==> src/rtl/mul_byte_sequencer.sv <==
// Byte-serial front/back end for a 16x16 combinational multiplier: gathers two
// 16-bit operands from an 8-bit bus, waits MUL_LATENCY cycles, returns the product as 4 bytes.
module mul_byte_sequencer #(
  parameter int unsigned MUL_LATENCY = 1
) (
  input  logic        CLK,
  input  logic        RST_N,
  input  logic [7:0]  IN_DATA,
  input  logic        IN_VALID,
  output logic        IN_READY,
  output logic [7:0]  OUT_DATA,
  output logic        OUT_VALID,
  input  logic        OUT_READY,
  output logic        OUT_LAST,
  output logic [15:0] MUL_A,
  output logic [15:0] MUL_B,
  input  logic [31:0] MUL_RESULT,
  output logic        BUSY,
  output logic [1:0]  DBG_STATE
);

  // Handshake: a byte moves on a rising edge where VALID and READY are both 1;
  // READY/VALID are registered and never depend combinationally on the other side.

  typedef enum logic [1:0] {
    S_LOAD = 2'd0,
    S_WAIT = 2'd1,
    S_SEND = 2'd2
  } state_t;

  localparam logic [3:0] LAT = 4'(MUL_LATENCY);

  state_t      state;
  state_t      state_next;
  logic [1:0]  idx;
  logic [1:0]  nxt;
  logic [3:0]  cnt;
  logic [31:0] result;
  logic [31:0] shifted;
  logic        in_ready_q;
  logic        out_valid_q;
  logic        out_last_q;
  logic [7:0]  out_data_q;
  logic [15:0] mul_a_q;
  logic [15:0] mul_b_q;
  logic        in_fire;
  logic        out_fire;

  assign in_fire  = IN_VALID && in_ready_q;
  assign out_fire = out_valid_q && OUT_READY;
  assign nxt      = idx + 2'd1;
  assign shifted  = result >> {nxt, 3'b000};

  always_ff @(posedge CLK or negedge RST_N) begin
    if (!RST_N) state <= S_LOAD;
    else        state <= state_next;
  end

  always_comb begin
    state_next = state;
    case (state)
      S_LOAD: if (in_fire && idx == 2'd3) state_next = S_WAIT;
      S_WAIT: if (cnt <= 4'd1) state_next = S_SEND;
      S_SEND: if (out_fire && idx == 2'd3) state_next = S_LOAD;
      default: state_next = S_LOAD;
    endcase
  end

  always_ff @(posedge CLK or negedge RST_N) begin
    if (!RST_N) begin
      idx         <= 2'd0;
      cnt         <= 4'd0;
      result      <= 32'd0;
      in_ready_q  <= 1'b0;
      out_valid_q <= 1'b0;
      out_last_q  <= 1'b0;
      out_data_q  <= 8'd0;
      mul_a_q     <= 16'd0;
      mul_b_q     <= 16'd0;
    end else begin
      case (state)
        S_LOAD: begin
          in_ready_q <= 1'b1;
          if (in_fire) begin
            case (idx)
              2'd0: mul_a_q[7:0]  <= IN_DATA;
              2'd1: mul_a_q[15:8] <= IN_DATA;
              2'd2: mul_b_q[7:0]  <= IN_DATA;
              default: mul_b_q[15:8] <= IN_DATA;
            endcase
            idx <= nxt;
            if (idx == 2'd3) begin
              cnt        <= LAT;
              in_ready_q <= 1'b0;
            end
          end
        end
        S_WAIT: begin
          cnt <= cnt - 4'd1;
          // Capture edge: the multicycle product path has settled by now.
          if (cnt <= 4'd1) begin
            result      <= MUL_RESULT;
            out_data_q  <= MUL_RESULT[7:0];
            out_valid_q <= 1'b1;
            out_last_q  <= 1'b0;
            idx         <= 2'd0;
          end
        end
        S_SEND: begin
          if (out_fire) begin
            idx <= nxt;
            if (idx == 2'd3) begin
              out_valid_q <= 1'b0;
              out_last_q  <= 1'b0;
              in_ready_q  <= 1'b1;
            end else begin
              out_data_q <= shifted[7:0];
              out_last_q <= (nxt == 2'd3);
            end
          end
        end
        default: ;
      endcase
    end
  end

  assign IN_READY  = in_ready_q;
  assign OUT_VALID = out_valid_q;
  assign OUT_LAST  = out_last_q;
  assign OUT_DATA  = out_data_q;
  assign MUL_A     = mul_a_q;
  assign MUL_B     = mul_b_q;
  assign BUSY      = (state != S_LOAD);
  assign DBG_STATE = state;

endmodule
==> config.mk <==
export PLATFORM = sky130hd
export DESIGN_NAME = mul_byte_sequencer
export DESIGN_NICKNAME = d
export VERILOG_FILES = /design/src/rtl/mul_byte_sequencer.sv
export SDC_FILE = /design/constraint.sdc
export NUM_CORES = 1
export LEC_CHECK = 0
export CELL_PAD_IN_SITES_DETAIL_PLACEMENT = 1
export CELL_PAD_IN_SITES_GLOBAL_PLACEMENT = 1
export CORE_UTILIZATION = 39
export DETAILED_ROUTE_END_ITERATION = 10
export HOLD_SLACK_MARGIN = 0.1
export PLACE_DENSITY_LB_ADDON = 0.1
export SYNTH_ARGS = -nofsm -noshare
export SYNTH_HDL_FRONTEND = slang
export SYNTH_SLANG_ARGS = --single-unit
==> constraint.sdc <==
create_clock -name CLK -period 3 [get_ports CLK]
set_input_delay 0.6 -clock CLK [delete_from_list [all_inputs] [get_ports CLK]]
set_output_delay 0.6 -clock CLK [all_outputs]
set_load 0.005 [all_outputs]
==> metrics.csv <==
stage,metric,value,unit
floorplan,Die Ht,97.8,um
sta,clock skew,0.0161,ns
final_layout,fin cells,460,
cts,clock sink count,83,
power,VDD IR-drop max,0.000395,V
yosys,synthesized area,3580,sq um
yosys,Syn Nets,301,
worst_setup_path,Crit path arrival time,1.60,ns
detailed_routing,DRT iter0 DRCs,79,
worst_setup_path,CP max-delay cell,dfrtp_1,
cts,Num CTS Buffers,9,
cts,PostCTS Resize Cnt,0,
floorplan,full die area,9570,sq um
detailed_routing,Remaining DRCs,14,
yosys,"area leader, netlist",dfrtp_1,
yosys,Seq cells post-synth,83,
power,power density over the cells,1050,nW/um^2
sta,Slew Limit Fails,0,
sta,f_max,0.455,GHz
cts,H-tree depth,3,
detailed_routing,TritonRoute pass-1 iters,6,
power,total chip power,5.03,mW
yosys,Post-Synthesis Cells,251,
floorplan,total core area,8810,sq um
cts,"Reg clk slew, reported paths",0.09,ns
global_route,global-route wire length before repair,13500,um
global_route,GRT Overall Usage,18.1,%
worst_setup_path,CP required,2.40,ns
detailed_routing,via count,2365,
floorplan,Core Rows,34,
power,Clock power frac,16.9,%
worst_setup_path,crit start category,register,
placement,placed insts,444,
global_route,total congestion overflow,0,
sta,Worst Tran Pin Value,0.628,ns
detailed_routing,Post-DRT Antenna Nets,0,
yosys,Avg Inst Size Synth,14.3,sq um
sta,final period utilization,73.2,%
placement,Port Buffers,89,
detailed_routing,via/cell ratio,5.14,
worst_setup_path,worst reg2reg path depth,6,
sta,Final Hold Violating Endpoints,0,
final_layout,post-layout instance area,4810,sq um
cts,setup bufs post-CTS,0,
final_layout,share of layout cells above drive strength 1,29.8,%
placement,DPL Wire Length,5630,um
yosys,Synth area leaders,"dfrtp_1, mux2_2, a221o_1, mux2i_1, ha_1",
worst_setup_path,Worst path max stage delay,0.47,ns
worst_setup_path,"Cell Chain, Critical Path","or2_2, clkdlybuf4s50_1",
placement,Placer Congestion,0.708,
global_route,largest net degree at the start of global routing,50,
detailed_routing,Avg WL per Cell,17.3,um
final_layout,# nets final,397,
flow_run,maxcap violations,0,
yosys,share of Yosys cell area claimed by the top area cell type,58.0,%
final_layout,antenna cells,0,
power,Flop pwr share,39.7,%
floorplan,I/O pin total,90,
floorplan,Die W,97.8,um
final_layout,Fillers,907,
power,Logic pwr share,43.4,%
floorplan,Initial Utilization,40.7,%
power,Pleak,2.01,nW
cts,clock buffer depth,2,
global_route,antenna violations before repair,0,
worst_setup_path,CP endpoint kind,primary output,
cts,clk root buf,clkbuf_8,
final_layout,Util after Layout,54.6,%
placement,pre-CTS setup slack,0.714,ns
outcome,violated checks,DRC,
worst_setup_path,worst setup path category,reg -> out,
global_route,vias in the first global route,2603,
sta,Period minus WS final,2.20,ns
yosys,Post-synth EDFFs,0,
sta,final hold slack,0.261,ns
yosys,synth unique cells,31,
yosys,yosys warns,0,
sta,RSZ-0062 raised after global routing,no,
power,Switch Pwr,1.53,mW
yosys,top_reg_cell synth,dfrtp_1,
cts,CTS Hold Bufs,0,
sta,slack of the critical path,0.804,ns
final_layout,area occupied by registers,2080,sq um
min_path,Hold WC Path Type,in -> async,
outcome,status,finished with violations,
worst_setup_path,critical path peak fanout,8,
cts,worst-skew pair later-pin latency,0.34,ns
cts,CTS tree,done,
detailed_routing,DRT Wirelength,7970,um
final_layout,area delta synth->final,34.3,%
placement,placed instance area,4600,sq um
sta,setup TNS,0,ns
sta,final setup fails,0,
yosys,register area share after synthesis,58.0,%
power,switch share,30.3,%
power,internal power,3.51,mW
yosys,async set or reset register ratio after synthesis,100,%
sta,Slew headroom,58.1,%
final_layout,multi-input gate area in the final layout,1450,sq um
-- placed cells by master, fill, tap and decap left out, types with 2 or more instances in the layout --
master and instances:
mux2i_1 8, nor2_1 2, or3_1 2, clkbuf_8 9, dfrtp_1 83, a21oi_1 2, nor3_1 10, nand2_1 9
nor2b_1 2, ha_1 6, clkdlybuf4s50_1 88, clkbuf_1 2, o21ai_0 10, clkinv_2 2, a221o_1 8, o211ai_1 2
inv_1 4, bufinv_16 2, mux2_2 80, buf_4 6
-- cells by family after synthesis --
logic type | share of synthesized area [%]
flops | 58.0
fa+ha+maj | 2.10
mux | 27.4
buf+inv | 1.57
simple gates | 5.06
compound gates | 5.41
xor+xnor | 0.489
-- registers in the layout, summed over array words and instances (netlist names), 2 cells and up --
name / count
result: 32
MUL_B: 16
DBG_STATE: 2
OUT_DATA: 8
idx: 2
MUL_A: 16
cnt: 4
-- power groups by stage --
stage                     Clock (mW)  Sequential (mW)  Combinational [mW]
after floorplan                    0             1.98                1.22
final                          0.851             2.00                2.18
after global placement             0             2.01                2.16
after detailed placement           0             2.03                2.21
after global routing           0.931             2.08                2.38
after CTS                      0.884             2.01                2.22
-- layout make-up --
cell class,instances,share of cell area [%]
Tap cell,108,2.81
Timing Repair Buffer,94,19.2
Inverter,4,0.312
Sequential cell,83,43.2
Multi-Input combinational cell,155,30.1
Clock inverter,5,1.61
Clock buffer,11,2.73
-- synthesized netlist by cell type (2+ instances only) --
library cell	n
ha_1	6
nor2_1	2
nor3_1	10
dfrtp_1	83
inv_1	4
a21oi_1	2
nand2_1	9
mux2_2	80
buf_2	6
o21ai_0	10
or3_1	2
buf_1	2
a221o_1	8
mux2i_1	8
o211ai_1	2
nor2b_1	2
-- layer usage --
layer | up-vias | track usage (%) | wire (um)
met5 | - | 0 | 0
met1 | 1213 | 23.9 | 3660
met3 | 6 | 3.72 | 274
met2 | 43 | 29.7 | 3950
li1 | 1103 | - | -
met4 | 0 | 6.64 | 83
-- final timing paths --
check / startpoint / endpoint / slack [ns]
max in group asynchronous: RST_N / MUL_B[3]$_DFFE_PN0P_ / 2.01
min in group CLK: MUL_B[15]$_DFFE_PN0P_ / MUL_B[15]$_DFFE_PN0P_ / 0.51
worst min-delay path: RST_N / cnt[3]$_DFFE_PN0P_ / 0.26
worst max-delay path: DBG_STATE[0]$_DFFE_PN0P_ / BUSY / 0.80
worst min register to register: MUL_B[15]$_DFFE_PN0P_ / MUL_B[15]$_DFFE_PN0P_ / 0.51
worst max register to register: cnt[0]$_DFFE_PN0P_ / OUT_DATA[2]$_DFFE_PN0P_ / 0.99
-- critical path: cells and delay by family, from the launching register on --
family	cells	cell delay, ns
buffers and inverters	1	0.44
DFF	1	0.47
and+or+nand+nor	1	0.35
Power figures use the tool's default switching activity.
